## src/rtl/perceptron_pkg.sv

```systemverilog
// perceptron_pkg: FSM states and datapath widths shared by the perceptron sequencer
// and the perceptron/multiplication datapath.
package perceptron_pkg;
   localparam int DATA_W = 24;
   localparam int COEF_W = 16;
   typedef enum logic [2:0] {
      S_IDLE,
      S_CLEAR,
      S_RUN,
      S_WAIT_LAST,
      S_OUT,
      S_DONE
   } state_t;
endpackage

```

## src/rtl/seq_addr_gen.sv

```systemverilog
// seq_addr_gen: neuron and input-index counters producing weight/activation read addresses.
// Ports: clk/reset (async, active-high); i_clr restarts the layer; i_inc_k steps the input index;
//   i_next moves to the next neuron; i_num_in/i_num_out are the latched layer sizes;
//   o_w_addr/o_act_addr are the read addresses; o_last_k/o_last_n flag the final input/neuron.
module seq_addr_gen #(
   parameter int IN_W   = 8,
   parameter int OUT_W  = 8,
   parameter int ADDR_W = 16
) (
   input  logic              clk,
   input  logic              reset,
   input  logic              i_clr,
   input  logic              i_inc_k,
   input  logic              i_next,
   input  logic [IN_W-1:0]   i_num_in,
   input  logic [OUT_W-1:0]  i_num_out,
   output logic [ADDR_W-1:0] o_w_addr,
   output logic [ADDR_W-1:0] o_act_addr,
   output logic              o_last_k,
   output logic              o_last_n
);
   logic [IN_W-1:0]   r_k;
   logic [OUT_W-1:0]  r_n;
   logic [ADDR_W-1:0] r_base;

   // r_base tracks neuron*num_in by repeated addition, so no multiplier is needed
   always_ff @(posedge clk or posedge reset) begin
      if (reset) begin
         r_k    <= '0;
         r_n    <= '0;
         r_base <= '0;
      end else if (i_clr) begin
         r_k    <= '0;
         r_n    <= '0;
         r_base <= '0;
      end else if (i_next) begin
         r_k    <= '0;
         r_n    <= r_n + OUT_W'(1);
         r_base <= r_base + ADDR_W'(i_num_in);
      end else if (i_inc_k) begin
         r_k    <= r_k + IN_W'(1);
      end
   end

   assign o_w_addr   = r_base + ADDR_W'(r_k);
   assign o_act_addr = ADDR_W'(r_k);
   assign o_last_k   = r_k == i_num_in - IN_W'(1);
   assign o_last_n   = r_n == i_num_out - OUT_W'(1);
endmodule

```

## src/rtl/perceptron_sequencer.sv

```systemverilog
// perceptron_sequencer: drives one shared MAC datapath through a fully-connected layer.
// Ports: clk/reset (async, active-high); start/mode_in/num_in/num_out layer config (latched at start);
//   busy/done layer status; rd_en/w_addr/act_addr weight and activation SRAM reads;
//   mode/acc drive the perceptron, mac_out is its combinational result;
//   res_valid/res_ready/res_data carry one result per neuron.
// Build option: PERCEPTRON_SEQ_RELU_EN clamps negative results to zero on res_data (acc is never clamped).
module perceptron_sequencer
   import perceptron_pkg::*;
#(
   parameter int IN_W   = 8,
   parameter int OUT_W  = 8,
   parameter int ADDR_W = 16
) (
   input  logic              clk,
   input  logic              reset,
   input  logic              start,
   input  logic              mode_in,
   input  logic [IN_W-1:0]   num_in,
   input  logic [OUT_W-1:0]  num_out,
   output logic              busy,
   output logic              done,
   output logic              rd_en,
   output logic [ADDR_W-1:0] w_addr,
   output logic [ADDR_W-1:0] act_addr,
   output logic              mode,
   output logic [DATA_W-1:0] acc,
   input  logic [DATA_W-1:0] mac_out,
   output logic              res_valid,
   input  logic              res_ready,
   output logic [DATA_W-1:0] res_data
);
   state_t            r_state;
   logic [IN_W-1:0]   r_num_in;
   logic [OUT_W-1:0]  r_num_out;
   logic              r_busy, r_done, r_rd_en, r_mode, r_acc_we, r_res_valid;
   logic [DATA_W-1:0] r_acc, r_res_data, w_acc_nxt, w_res;
   logic              w_last_k, w_last_n;

   // read data lands one cycle after rd_en, so mac_out is only meaningful while r_acc_we is set
   assign w_acc_nxt = (r_state == S_CLEAR) ? '0 : r_acc_we ? mac_out : r_acc;
`ifdef PERCEPTRON_SEQ_RELU_EN
   assign w_res = w_acc_nxt[DATA_W-1] ? '0 : w_acc_nxt;
`else
   assign w_res = w_acc_nxt;
`endif

   seq_addr_gen #(.IN_W(IN_W), .OUT_W(OUT_W), .ADDR_W(ADDR_W)) u_addr (
      .clk       (clk),
      .reset     (reset),
      .i_clr     (r_state == S_IDLE && start),
      .i_inc_k   (r_state == S_RUN && !w_last_k),
      .i_next    (r_state == S_OUT && res_ready),
      .i_num_in  (r_num_in),
      .i_num_out (r_num_out),
      .o_w_addr  (w_addr),
      .o_act_addr(act_addr),
      .o_last_k  (w_last_k),
      .o_last_n  (w_last_n)
   );

   always_ff @(posedge clk or posedge reset) begin
      if (reset) begin
         r_state     <= S_IDLE;
         r_num_in    <= '0;
         r_num_out   <= '0;
         r_busy      <= 1'b0;
         r_done      <= 1'b0;
         r_rd_en     <= 1'b0;
         r_mode      <= 1'b0;
         r_acc_we    <= 1'b0;
         r_acc       <= '0;
         r_res_valid <= 1'b0;
         r_res_data  <= '0;
      end else begin
         r_acc    <= w_acc_nxt;
         r_acc_we <= r_rd_en;
         r_done   <= 1'b0;
         case (r_state)
            S_IDLE: if (start) begin
               r_mode    <= mode_in;
               r_num_in  <= num_in;
               r_num_out <= num_out;
               r_busy    <= 1'b1;
               r_done    <= num_out == '0;
               r_state   <= (num_out == '0) ? S_DONE : S_CLEAR;
            end
            S_CLEAR: if (r_num_in == '0) begin
               r_res_valid <= 1'b1;
               r_res_data  <= w_res;
               r_state     <= S_OUT;
            end else begin
               r_rd_en <= 1'b1;
               r_state <= S_RUN;
            end
            S_RUN: if (w_last_k) begin
               r_rd_en <= 1'b0;
               r_state <= S_WAIT_LAST;
            end
            S_WAIT_LAST: begin
               r_res_valid <= 1'b1;
               r_res_data  <= w_res;
               r_state     <= S_OUT;
            end
            S_OUT: if (res_ready) begin
               r_res_valid <= 1'b0;
               r_done      <= w_last_n;
               r_state     <= w_last_n ? S_DONE : S_CLEAR;
            end
            S_DONE: begin
               r_busy  <= 1'b0;
               r_state <= S_IDLE;
            end
            default: r_state <= S_IDLE;
         endcase
      end
   end

   assign busy      = r_busy;
   assign done      = r_done;
   assign rd_en     = r_rd_en;
   assign mode      = r_mode;
   assign acc       = r_acc;
   assign res_valid = r_res_valid;
   assign res_data  = r_res_data;
endmodule

```

## config.mk

```make
export PLATFORM = sky130hd
export DESIGN_NAME = perceptron_sequencer
export DESIGN_NICKNAME = d
export VERILOG_FILES = /design/src/rtl/perceptron_pkg.sv /design/src/rtl/seq_addr_gen.sv /design/src/rtl/perceptron_sequencer.sv
export SDC_FILE = /design/constraint.sdc
export NUM_CORES = 1
export LEC_CHECK = 0
export ABC_AREA = 0
export BUFFER_PORTS_ARGS = -buffer_cell sky130_fd_sc_hd__buf_4
export CAP_MARGIN = 25
export CELL_PAD_IN_SITES_DETAIL_PLACEMENT = 2
export CELL_PAD_IN_SITES_GLOBAL_PLACEMENT = 2
export CORE_MARGIN = 3
export CORE_UTILIZATION = 30
export DETAILED_ROUTE_END_ITERATION = 12
export PLACE_DENSITY = 0.73
export SLEW_MARGIN = 10
export SYNTH_ARGS = -nofsm -noshare
export SYNTH_HDL_FRONTEND = slang
export SYNTH_HIERARCHICAL = 1
export SYNTH_SLANG_ARGS = --single-unit
```

## constraint.sdc

```tcl
create_clock -name clk -period 3 [get_ports clk]
set_input_delay 0 -clock clk [delete_from_list [all_inputs] [get_ports clk]]
set_output_delay 0 -clock clk [all_outputs]
set_load 0.03 [all_outputs]
```

Yosys cells after proc, flatten, opt, wreduce, memory -nomap -nowiden
Cells that the tools add are included.

operators by class
  add/subtract/negate cells = 6
  equal/unequal tests = 12
  mux-type cells = 29
  reductions and logical operators = 19

operators with widths
  cell                                                                count
  24-bit 2-to-1 mux                                                   3
  24-bit case mux with 2 select lines                                 1
  8-bit 2-to-1 mux                                                    5
  16-bit by 8-bit adder with 16-bit output                            2
  16-bit 2-to-1 mux                                                   2
  3-bit 2-to-1 mux                                                    6
  8-bit by 1-bit adder with 8-bit output, second input constant       2
  8-bit == test                                                       2
  8-bit zero test                                                     2
  8-bit by 1-bit subtractor with 8-bit output, second input constant  2
  3-bit case mux with 5 select lines                                  1
  3-bit AND reduction                                                 3
  2-bit inequality test, second input constant                        4
  2-bit nonzero test                                                  4
  1-bit 2-to-1 mux                                                    7
  3-bit by 2-bit == test with 1-bit output, second input constant     2
  3-bit == test, second input constant                                2
  1-bit case mux with 2 select lines                                  3
  2-bit AND reduction                                                 3
  3-bit nonzero test                                                  2
  3-bit by 1-bit == test with 1-bit output, second input constant     1
  1-bit logical AND                                                   3
  3-bit zero test                                                     1
  1-bit case mux with 3 select lines                                  1
  2 further kinds                                                     2

storage, ports and cells
  flip-flop bits (word level) = 105
  input port bits = 45
  output and inout bits = 85
  word-level logic and storage cells = 80

Longest topological paths before layout
  word-level depth = 7
  depth in mapped cells = 12
  gate-level depth less buffers = 10

Modules after synthesis
Netlist, hierarchy kept.

modules (own cells, without submodules)
  module                times used  cells an instance  area each (sq um)  seq. area each (sq um)
  perceptron_sequencer  1           239                2877.8             1826.8
  seq_addr_gen          1           318                2737.6             800.8

Worst setup path after synthesis
OpenSTA, ideal clock, no wires.

  kind = reg2reg
  start point = register r_num_in[2]
  end point = register u_addr.r_k[7]
  library setup time = 0.077 ns
  data arrival time = 2.486 ns
  required time = 2.923 ns
  setup slack = 0.436 ns
  cell stages (with the launch flop) = 12
  buffers on the path = 1
  clock period less this slack = 2.564 ns
  cells stage by stage = dfrtp_1 nor2_2 nor4b_4 mux2i_1 mux2i_1 a32oi_1 nor4_1 nor3b_1 clkbuf_1 nand4_1 or3_1 a21oi_1

between the ends
  longest elaborated chain between the ends = 5

RTL lines
  element                                      line                        text
  start, declared                              perceptron_sequencer.sv:33  logic [IN_W-1:0] r_num_in;
  start signal, assigned                       perceptron_sequencer.sv:81  r_num_in <= num_in;
  8-bit by 1-bit subtractor with 8-bit output  seq_addr_gen.sv:47          assign o_last_k = r_k == i_num_in - IN_W'(1);
  8-bit == test                                seq_addr_gen.sv:47
  named net w_last_k                           perceptron_sequencer.sv:37  logic w_last_k, w_last_n;
  1-bit zero test                              perceptron_sequencer.sv:51  .i_inc_k (r_state == S_RUN && !w_last_k),
  1-bit logical AND                            perceptron_sequencer.sv:51
  3-bit nonzero test (no line)                 n/a
  end signal, assigned                         seq_addr_gen.sv:41          r_k <= r_k + IN_W'(1);
  end, declared                                seq_addr_gen.sv:22          logic [IN_W-1:0] r_k;

The timed path passes the listed nets, and every way through them passes these cells.
A chain may end at the register's enable or synchronous reset.

Worst setup path in the final report
Ends and elaborated chain as after synthesis.

==> run metrics <==
Core Footprint 18100 um2; Crit Path Max Fanout 6; Worst EP required 3.28 ns; # diodes 0; Top Ports 130; Max-slew headroom 0.433; Filler cells 1922; EDFF count, synth 0; leakage 3.53 nW; CP arrival 3.07 ns; Hold Fails Final Rpt 0; FF+latch count, synth 105; Die Wd 143 um; Met1 Wirelength 7570 um; final net count 785; slowest stage delay, CP 0.46 ns; Clock Latency Late Sink 0.35 ns; DR iter-0 viols 154; Slew @ Worst Pin 0.850 ns; dominant synthesized flop cell dfrtp_1; drt wl/cell 18.9 um; ys async rst share 1.00; share of layout cells above drive strength 1 0.230; Max Cap Violations 0; GPL Wtd Cong 0.779; row cnt 49; Pre-antenna DRT Iters 4; sequential fraction of the synthesis area 0.468; CP max stage cell dfrtp_1; Setup violations, final 0; Synth cell types 53; Final Skew 0.00691 ns; Power Dens Cells 985 nW/um2; crit path kind reg2reg; Vias 4729; crit path launch type flip-flop; highest routed layer met4; Tot Pwr 7.40 mW; RSZ-0062 raised after global routing false; number of I/O port buffers 121; met2 wire length 9040 um; initial core utilization 0.309; DP Area 6770 um2; Synthesis Warnings 6; CTS buffer count 9; mapped cell area 5620 um2; met3 routed WL 1180 um; DRC viols 0; design area 7520 um2; CTS root buffer clkbuf_16; Routed WL 18000 um; Critical Path End Type flip-flop; first-pass GRT wire length 29800 um; Via density 4.97; most frequent CP cell mux2i_1; synthesized area per cell 10.1 um2; clk slew on worst S/H paths 0.08 ns; CTS tree done; status finished clean; cells along the critical path nor2_2, nor4b_4, mux2i_1, mux2i_1, a32oi_1, nor4_1, nor3b_1, nand4_1, or3_1, a21oi_1; maximum clock rate 0.358 GHz; vias in the first global route 5444; setup_tns 0 ns; die area 20400 um2; Post-DP HPWL 12700 um; clock tree buffer depth 2; height of the die 143 um; post-route insts no fill 952; grt ovf 0; CTS HTree Levels 3; post-synthesis cell count 557; initial antenna violation count 0; post-layout util 0.414; r2r setup slk 0.21 ns; Crit path max-delay family simple AND/OR/NAND/NOR gates; Hold WC Path Type in2reg; Slew Viols, Final 0; Final min period 2.79 ns; largest net degree at the start of global routing 43; Post-Place Cells 892; CP bufs+invs 0; Area Overhead vs Synth 33.9%; CTS Sinks 105; fin crit share 0.930; Post-DRT Antenna Nets 0; VDD IR-drop max 0.000464 V; Overall Global Routing Usage 0.183
-- metal layers --
metal	track usage	up-vias
met4	0.0470	0
met3	0.0536	9
met2	0.318	101
met1	0.224	2407
li1	-	2212
met5	0	-
-- registers in the layout, indices dropped and copies added, names as in the netlist --
name           count
rd_en              1
busy               1
r_acc_we           1
r_state            3
res_data          24
done               1
r_num_in           8
u_addr/r_n         8
acc               24
u_addr/r_k         8
u_addr/r_base     16
r_num_out          8
res_valid          1
mode               1
-- report_power, final --
| group | leakage (nW) | internal (mW) | switching (mW) |
|---|---|---|---|
| Combinational | 2.05 | 1.46 | 2.22 |
| Sequential | 1.33 | 1.92 | 0.548 |
| Clock | 0.149 | 0.665 | 0.591 |
-- logic make-up after synthesis --
logic type                 count (synthesis)  synth area share
and+or+nand+nor                          180             0.153
buffers and inverters                     48            0.0412
muxes                                     52            0.0965
adders and majority gates                 22            0.0517
xor gates and xnor gates                  58            0.0905
DFF                                      105             0.468
other                                      1          0.000668
AOI/OAI and AO/OA                         91            0.0989
-- cell usage in the layout (no fill, tap or decap), types with 3 or more instances in the layout --
cell type,n
o211ai_1,6
mux2_1,12
nor4_1,6
nor3_1,5
buf_4,134
dfrtp_1,105
xnor2_1,33
o21ai_0,14
dlygate4sd3_1,42
a21oi_1,24
o21a_1,3
nand2b_1,5
mux2_2,5
xor2_1,25
or3_1,5
nor2_1,74
a21o_1,5
nor2b_1,4
inv_1,13
nand3_1,11
nand2_1,47
mux2i_1,35
clkbuf_16,9
o21ai_1,21
a32oi_1,3
nand3b_1,3
nand4_1,9
conb_1,8
ha_1,20
-- repair_timing --
item | in CTS | in global routing
buffers inserted | 0 | 2
hold endpoints to repair | 129 | 0
resized for setup | 0 | 1
setup endpoints to repair | 0 | 3
hold buffers | 42 | 0
-- through the flow --
step	hold slack [ns]	setup WS [ns]
5_1_grt	0.0710	0.00319
3_5_place_dp	0.153	0.190
3_3_place_gp	0.142	0.421
6_report	0.0632	0.210
2_1_floorplan	0.116	0.436
4_1_cts	0.0563	0.150
-- cell type report --
| cell class | count | area (um2) | share of cell area |
|---|---|---|---|
| Multi-Input combinational cell | 411 | 2790 | 0.371 |
| Sequential cell | 105 | 2630 | 0.349 |
| Timing Repair Buffer | 177 | 1450 | 0.192 |
| Tap cell | 229 | 287 | 0.0381 |
| Clock buffer | 9 | 225 | 0.0300 |
| Clock inverter | 7 | 88.8 | 0.0118 |
| Inverter | 14 | 52.6 | 0.00699 |
-- synthesized netlist by cell type, types with 6 or more instances --
library cell | count | area share
a21oi_1 | 25 | 0.022
buf_2 | 10 | 0.0089
buf_4 | 8 | 0.011
clkbuf_1 | 14 | 0.0094
dfrtp_1 | 105 | 0.47
ha_1 | 20 | 0.045
inv_1 | 14 | 0.0094
mux2_1 | 12 | 0.024
mux2i_1 | 35 | 0.062
nand2_1 | 47 | 0.031
nand3_1 | 11 | 0.0098
nand4_1 | 9 | 0.010
nor2_1 | 74 | 0.049
nor3_1 | 6 | 0.0053
nor4_1 | 6 | 0.0067
o211ai_1 | 6 | 0.0080
o21ai_0 | 14 | 0.012
o21ai_1 | 21 | 0.019
xnor2_1 | 33 | 0.051
xor2_1 | 25 | 0.039
-- worst min-delay path, delay by kind of cell --
family,cells,cell delay (ns)
buffers and inverters,1,0.12
AO/OA/AOI/OAI,2,0.17
AND/OR/NAND/NOR,1,0.08
-- final timing paths --
check | from | to | cells after the start
max in group asynchronous | reset | acc[19] | 4
max reg2reg | r_num_in[2] | u_addr/r_k[7] | 10
min reg2reg | rd_en | r_acc_we | 0
max | r_num_in[2] | u_addr/r_k[7] | 10
min | start | r_state[0] | 4
min in group asynchronous | reset | u_addr/r_n[6] | 4
No activity file was read; power rests on OpenSTA's default activity.
